### config.mk
export PLATFORM = sky130hd
export DESIGN_NAME = spi_register_bridge
export DESIGN_NICKNAME = d
export VERILOG_FILES = /design/src/rtl/spi_register_bridge.sv
export SDC_FILE = /design/constraint.sdc
export NUM_CORES = 1
export LEC_CHECK = 0
export BUFFER_PORTS_ARGS = -buffer_cell sky130_fd_sc_hd__buf_2
export CELL_PAD_IN_SITES_DETAIL_PLACEMENT = 1
export CELL_PAD_IN_SITES_GLOBAL_PLACEMENT = 2
export CORE_ASPECT_RATIO = 1.5
export CORE_MARGIN = 2
export CORE_UTILIZATION = 32
export CTS_CLUSTER_DIAMETER = 30
export DETAILED_ROUTE_END_ITERATION = 10
export HOLD_SLACK_MARGIN = 0.03
export PLACE_DENSITY = 0.75
export REMOVE_ABC_BUFFERS = 1
export SLEW_MARGIN = 25
export SYNTH_ARGS = -nofsm -noshare
export SYNTH_HDL_FRONTEND = slang
export SYNTH_SLANG_ARGS = --single-unit
export TNS_END_PERCENT = 50
### constraint.sdc
create_clock -name i_Clock -period 1.68 [get_ports i_Clock]
set_input_delay 0.168 -clock i_Clock [delete_from_list [all_inputs] [get_ports i_Clock]]
set_output_delay 0.168 -clock i_Clock [all_outputs]
set_load 0.005 [all_outputs]
### src/rtl/spi_register_bridge.sv
// rtl/spi_register_bridge.sv - SPI mode-0 slave that turns 24-bit frames into register-write strobes
// Define SPI_REGISTER_BURST_EN to let extra bytes write consecutive register numbers.
module spi_register_bridge (
  input  logic        i_Clock,
  input  logic        i_Reset,
  input  logic        i_SPI_SCK,
  input  logic        i_SPI_MOSI,
  input  logic        i_SPI_CS_N,
  output logic        o_RegisterWriteEnable,
  output logic [15:0] o_RegisterWriteNumber,
  output logic [7:0]  o_RegisterWriteValue,
  output logic        o_FrameError
);

  typedef enum logic [2:0] {IDLE, ADDR, DATA, TAIL, WAIT_CS} state_t;

  logic [2:0]  sck_sync_q, sck_sync_d, cs_sync_q, cs_sync_d;
  logic [1:0]  mosi_sync_q, mosi_sync_d;
  logic        sck_rise_q, sck_rise_d, cs_rise_q, cs_rise_d, cs_fall_q, cs_fall_d;
  logic        mosi_q, mosi_d;
  state_t      state_q, state_d;
  logic [3:0]  cnt_q, cnt_d;
  logic [15:0] num_sr_q, num_sr_d, num_q, num_d;
  logic [7:0]  val_sr_q, val_sr_d, val_q, val_d;
  logic        excess_q, excess_d, wrote_q, wrote_d, we_q, we_d, err_q, err_d;

  // Edge events are registered so they line up with the MOSI bit captured with them.
  always_comb begin
    sck_sync_d  = {sck_sync_q[1:0], i_SPI_SCK};
    cs_sync_d   = {cs_sync_q[1:0], i_SPI_CS_N};
    mosi_sync_d = {mosi_sync_q[0], i_SPI_MOSI};
    sck_rise_d  = sck_sync_q[1] & ~sck_sync_q[2];
    cs_rise_d   = cs_sync_q[1] & ~cs_sync_q[2];
    cs_fall_d   = ~cs_sync_q[1] & cs_sync_q[2];
    mosi_d      = mosi_sync_q[1];
  end

  // Synchronizers keep running through reset so the post-reset state can see CS_N.
  always_ff @(posedge i_Clock) begin
    sck_sync_q  <= sck_sync_d;
    cs_sync_q   <= cs_sync_d;
    mosi_sync_q <= mosi_sync_d;
  end

  always_comb begin
    state_d  = state_q;
    cnt_d    = cnt_q;
    num_sr_d = num_sr_q;
    val_sr_d = val_sr_q;
    num_d    = num_q;
    val_d    = val_q;
    excess_d = excess_q;
    wrote_d  = wrote_q;
    we_d     = 1'b0;
    err_d    = 1'b0;
    case (state_q)
      IDLE: begin
        if (cs_fall_q) begin
          state_d  = ADDR;
          cnt_d    = 4'd0;
          excess_d = 1'b0;
          wrote_d  = 1'b0;
        end
      end
      ADDR: begin
        if (cs_rise_q) begin
          err_d   = 1'b1;
          state_d = IDLE;
        end else if (sck_rise_q) begin
          num_sr_d = {num_sr_q[14:0], mosi_q};
          cnt_d    = cnt_q + 4'd1;
          if (cnt_q == 4'd15) begin
            state_d = DATA;
            cnt_d   = 4'd0;
          end
        end
      end
      DATA: begin
        if (cs_rise_q) begin
`ifdef SPI_REGISTER_BURST_EN
          err_d = (cnt_q != 4'd0) || !wrote_q;
`else
          err_d = 1'b1;
`endif
          state_d = IDLE;
        end else if (sck_rise_q) begin
          val_sr_d = {val_sr_q[6:0], mosi_q};
          cnt_d    = cnt_q + 4'd1;
          if (cnt_q == 4'd7) begin
            we_d    = 1'b1;
            num_d   = num_sr_q;
            val_d   = {val_sr_q[6:0], mosi_q};
            cnt_d   = 4'd0;
            wrote_d = 1'b1;
`ifdef SPI_REGISTER_BURST_EN
            num_sr_d = num_sr_q + 16'd1;
`else
            state_d = TAIL;
`endif
          end
        end
      end
      TAIL: begin
        if (cs_rise_q) begin
          err_d   = excess_q;
          state_d = IDLE;
        end else if (sck_rise_q) begin
          excess_d = 1'b1;
        end
      end
      WAIT_CS: begin
        if (cs_rise_q) state_d = IDLE;
      end
      default: state_d = IDLE;
    endcase
  end

  always_ff @(posedge i_Clock) begin
    if (i_Reset) begin
      state_q    <= cs_sync_q[1] ? IDLE : WAIT_CS;
      sck_rise_q <= 1'b0;
      cs_rise_q  <= 1'b0;
      cs_fall_q  <= 1'b0;
      mosi_q     <= 1'b0;
      cnt_q      <= 4'd0;
      num_sr_q   <= 16'h0000;
      val_sr_q   <= 8'h00;
      num_q      <= 16'h0000;
      val_q      <= 8'h00;
      excess_q   <= 1'b0;
      wrote_q    <= 1'b0;
      we_q       <= 1'b0;
      err_q      <= 1'b0;
    end else begin
      state_q    <= state_d;
      sck_rise_q <= sck_rise_d;
      cs_rise_q  <= cs_rise_d;
      cs_fall_q  <= cs_fall_d;
      mosi_q     <= mosi_d;
      cnt_q      <= cnt_d;
      num_sr_q   <= num_sr_d;
      val_sr_q   <= val_sr_d;
      num_q      <= num_d;
      val_q      <= val_d;
      excess_q   <= excess_d;
      wrote_q    <= wrote_d;
      we_q       <= we_d;
      err_q      <= err_d;
    end
  end

  assign o_RegisterWriteEnable = we_q;
  assign o_RegisterWriteNumber = num_q;
  assign o_RegisterWriteValue  = val_q;
  assign o_FrameError          = err_q;

endmodule

After elaboration in Yosys (flattened, before gate mapping)

Cells that the tools add are included.

Register bits: 69
Latch bits: 0
Bits in writable memories: 0
Memory bits (read-only): 0
Output and inout bits: 26
Memories: 0

Add/subtract/negate cells: 1
$mul: 0
Div/mod/pow operators: 0
$lt $le $gt $ge: 0
Eq/ne operators: 19
Shifts and indexed selects: 0
Mux-type cells: 27
Bitwise operators: 9
Reductions and logical operators: 12

Operators by type and width:

| cell                                                            | count |
|---|---|
| 3-bit 2-to-1 mux                                                | 10 |
| 4-bit 2-to-1 mux                                                | 7 |
| 4-bit != test, second input constant                            | 4 |
| 2-bit != test, second input constant                            | 7 |
| 3-bit one-hot mux with 4 select lines                           | 1 |
| 4-bit one-hot mux with 3 select lines                           | 1 |
| 6-bit AND reduction                                             | 2 |
| 4-bit AND reduction                                             | 2 |
| 3-bit by 2-bit == test with 1-bit output, second input constant | 2 |
| 1-bit 2-to-1 mux                                                | 6 |
| 1-bit inverter                                                  | 6 |
| 3-bit AND reduction                                             | 2 |
| 4-bit by 1-bit adder with 4-bit output, second input constant   | 1 |
| 4-bit by 3-bit == test with 1-bit output, second input constant | 1 |
| 4-bit == test, second input constant                            | 1 |
| 1-bit one-hot mux with 2 select lines                           | 2 |
| 2-bit OR reduction                                              | 2 |
| 4-bit OR reduction                                              | 1 |
| 1-bit bitwise AND                                               | 3 |
| 3-bit by 1-bit == test with 1-bit output, second input constant | 1 |
| 3-bit == test, second input constant                            | 1 |
| 3-bit logical NOT                                               | 1 |
| 3-bit by 1-bit != test with 1-bit output, second input constant | 1 |
| 3-bit != test, second input constant                            | 1 |
| other kinds (2)                                                 | 2 |

Longest topological paths before layout

Depth in word-level cells: 6
Depth in mapped cells: 6

Least setup slack after synthesis

No wires, ideal clock.

Path type: register to register
Start point: register state_q[1]
End point: register state_q[0], enable pin
Library setup time: 0.261 ns
Data arrival time: 1.386 ns
Required time: 1.419 ns
Path slack: 0.033 ns
Cell stages (with the launch flop): 6
Period minus slack after synthesis: 1.647 ns
Cell sequence: edfxtp_1 -> buf_2 -> buf_4 -> mux2i_1 -> a311o_1 -> a221o_1

Longest elaborated chain between the ends: 4

RTL lines:

| item                                                                      | RTL line | text |
|---|---|---|
| from (decl)                                                               | 21       | `state_t state_q, state_d;` |
| from (signal assigned)                                                    | 120      | `state_q <= cs_sync_q[1] ? IDLE : WAIT_CS;` |
| from (signal assigned)                                                    | 135      | `state_q <= state_d;` |
| 3-bit == test or 3-bit by 2-bit == test with 1-bit output (tied branches) | 56       | `case (state_q)` |
| 2-bit OR reduction (no line)                                              | --       |  |
| 3-bit by 1-bit != test with 1-bit output (no line)                        | --       |  |
| 6-bit AND reduction (no line) (*)                                         | --       |  |

Every way passes the cells marked *; elsewhere a longest branch is shown, timed or not.
A chain may end at the register's enable or synchronous reset.

Final worst setup path

Same ends and word-level chain as after synthesis.

==> results.sh <==
export IMPL_outcome="complete, no violations"
export IMPL_fin_cells=445
export IMPL_crit_arrival_ns=1.69
export IMPL_max_freq_mhz=620
export IMPL_synth_xor_area_share_pct=0.933
export IMPL_clkSinkCount=69
export IMPL_design_area_sq_um=3510
export IMPL_muxShareOfSynthArea_pct=1.07
export IMPL_place_gp_congestion=0.744
export IMPL_synth_edff_count=3
export IMPL_cts_tree="built"
export IMPL_synthAdderAreaFrac_pct=0.444
export IMPL_hp_start="i_Reset"
export IMPL_antenna_cells=0
export IMPL_dp_hpwl_microns=4480
export IMPL_die_y_microns=119
export IMPL_vias_per_cell=5.56
export IMPL_synth_seq_area_share_pct=50.1
export IMPL_hold_slack_ns=0.180
export IMPL_port_buffers=30
export IMPL_ir_drop_mv=0.595
export IMPL_grt_pass1_wl_microns=12200
export IMPL_synth_compound_area_share_pct=22.9
export IMPL_cp_startpoint="state_q[1]"
export IMPL_dr_pass1_iters=4
export IMPL_async_flop_share_pct=0
export IMPL_die_w_microns=80.6
export IMPL_fin_skew_ns=0.00627
export IMPL_relSlewSlack_pct=62.1
export IMPL_grt_max_degree=49
export IMPL_grt_util_all_layers_pct=16.3
export IMPL_worstSetupEndpointType="flip-flop"
export IMPL_io_pins=31
export IMPL_cts_buffer_depth=2
export IMPL_numCtsBuffers=9
export IMPL_p_leak_nw=1.24
export IMPL_fin_crit_sh_pct=96.0
export IMPL_synth_cells=305
export IMPL_fin_crit_ns=1.61
export IMPL_setup_tns_ns=0
export IMPL_h_tree_depth=3
export IMPL_cap_violations=0
export IMPL_synth_top_family_by_area="compound AO/OA/AOI/OAI gates"
export IMPL_antenna_found_initial=0
export IMPL_clk_latency_ns=0.34
export IMPL_syn_avg_cell_area_sq_um=9.23
export IMPL_synthSimpleGateAreaFrac_pct=18.2
export IMPL_layout_drive_gt1_share_pct=22.2
export IMPL_start_util_pct=33.3
export IMPL_initialDrtViolationCount=127
export IMPL_netlist_area_sq_um=2820
export IMPL_hold_viol_final=0
export IMPL_overflow=0
export IMPL_rows=41
export IMPL_hp_class="primary input to flip-flop"
export IMPL_placed_cell_area_sq_um=3140
export IMPL_yosysWarningCount=0
export IMPL_drc=0
export IMPL_routed_wl_microns=7340
export IMPL_core_sq_um=8460
export IMPL_synth_cell_types=43
export IMPL_startpoint_type="flip-flop"
export IMPL_nets=341
export IMPL_required_ns=1.76
export IMPL_rsz0062_at_grt="false"
export IMPL_synth_seq_cells=69
export IMPL_area_growth_pct=24.6
export IMPL_wl_per_cell_microns=16.5
export IMPL_drv_slew=0
export IMPL_path_clk_slew_ns=0.05
export IMPL_pwr_density_cell_nw_per_um2=1270
export IMPL_cts_root_buf="clkbuf_16"
export IMPL_setup_viol=0
export IMPL_r2r_start="state_q[1]"
export IMPL_ys_flop_type="dfxtp_1"
export IMPL_vias=2476
export IMPL_crit_path_max_fanout=11
export IMPL_grt_pass1_vias=2528
export IMPL_ant_nets=0
export IMPL_dp_cells=426
export IMPL_dieArea_sq_um=9580
export IMPL_worstMarginPinSlew_ns=0.554
export IMPL_crit_type="flip-flop to flip-flop"
## flip-flops by register name, summed over array words and instances, names as in the netlist
| register | flops |
|---|---|
| o_RegisterWriteEnable | 1 |
| o_RegisterWriteNumber | 16 |
| sck_sync_q | 3 |
| excess_q | 1 |
| num_sr_q | 16 |
| mosi_q | 1 |
| state_q | 3 |
| o_FrameError | 1 |
| mosi_sync_q | 2 |
| val_sr_q | 7 |
| cs_sync_q | 3 |
| cnt_q | 4 |
| sck_rise_q | 1 |
| o_RegisterWriteValue | 8 |
| cs_rise_q | 1 |
| cs_fall_q | 1 |
## cell usage in the layout (no fill, tap or decap), types with 2 or more instances in the layout
cell	synthesis	layout
a21oi_1	48	48
a311o_1	2	2
buf_12	0	3
buf_2	7	31
buf_4	3	18
buf_6	1	2
clkbuf_16	0	10
clkbuf_8	0	3
dfxtp_1	66	65
dlygate4sd3_1	0	3
edfxtp_1	3	3
inv_1	2	2
mux2i_1	3	3
nand2b_1	4	4
nand3_1	25	25
nand3b_1	2	2
nand4_1	25	25
nor2_1	2	2
nor2b_1	5	4
nor3_1	2	2
nor3b_1	4	4
nor4_1	2	2
o21ai_0	23	23
o31ai_1	24	24
o32ai_1	2	2
xor2_1	2	2
## path summary, 6_finish.rpt
path / endpoint / slack [ns] / cells after the start
worst min-delay path: o_RegisterWriteNumber[7] / 0.18 / 2
worst min register to register: mosi_sync_q[1] / 0.33 / 0
worst max-delay path: state_q[0] / 0.07 / 4
worst max register to register: state_q[0] / 0.07 / 4
## synth_stat cells (all sizes together) (3+ instances only)
cell / instances / share of area, %
a21oi: 48 / 8.5
buf: 11 / 2.4
clkbuf: 27 / 3.6
dfxtp: 66 / 47
edfxtp: 3 / 3.2
mux2i: 3 / 1.1
nand2b: 4 / 0.89
nand3: 25 / 4.4
nand4: 25 / 5.6
nor2b: 5 / 1.1
nor3b: 5 / 1.5
o21ai: 23 / 4.1
o31ai: 24 / 6.4
## worst max-delay path: stages, from the launching register on
cell and delay [ns]:
edfxtp_1 0.37, buf_6 0.16, mux2i_1 0.09, a311o_1 0.36, a221o_1 0.37
## per-stage QoR
stage	power, mW	setup WS [ns]	util (%)
floorplan	2.19	-1.04	-
global placement	2.57	0.00592	37.1
detailed placement	2.59	-0.0433	37.1
CTS	4.49	0.0118	41.3
global route	4.66	0.0102	41.4
finish	4.47	0.0679	41.4
## where the power goes
| part | internal [mW] | switching, mW | leakage [nW] |
|---|---|---|---|
| Clock | 1.19 | 0.659 | 0.146 |
| Combinational | 0.310 | 0.571 | 0.529 |
| Sequential | 1.70 | 0.0295 | 0.568 |
| Total | 3.21 | 1.26 | 1.24 |
## logic make-up after synthesis
family	count (synthesis)
AOI/OAI and AO/OA	107
and+or+nand+nor	82
DFF	69
buffers and inverters	40
xor gates and xnor gates	3
muxes	3
adders and majority gates	1
## per-layer routing
metal / track usage, % / vias up / share of wire [%]
li1: - / 1209 / -
met1: 18.3 / 1227 / 43
met2: 28.2 / 27 / 52
met3: 4.32 / 13 / 3.0
met4: 7.42 / 0 / 2.2
met5: 0 / - / 0
## layout make-up
type / count / area [sq um]
Sequential cell: 69 / 1410
Multi-Input combinational cell: 196 / 1250
Tap cell: 107 / 134
Timing Repair Buffer: 57 / 403
Fill cell: 997 / 4960
Inverter: 2 / 7.51
Clock buffer: 14 / 295
## what timing repair did
item,CTS,global route
setup endpoints to repair,6,17
setup buffers,2,0
hold endpoints to repair,3,0
pin swaps,1,4
hold buffers,3,0
gates resized for setup,3,4
(Power assumes the default switching activity.)
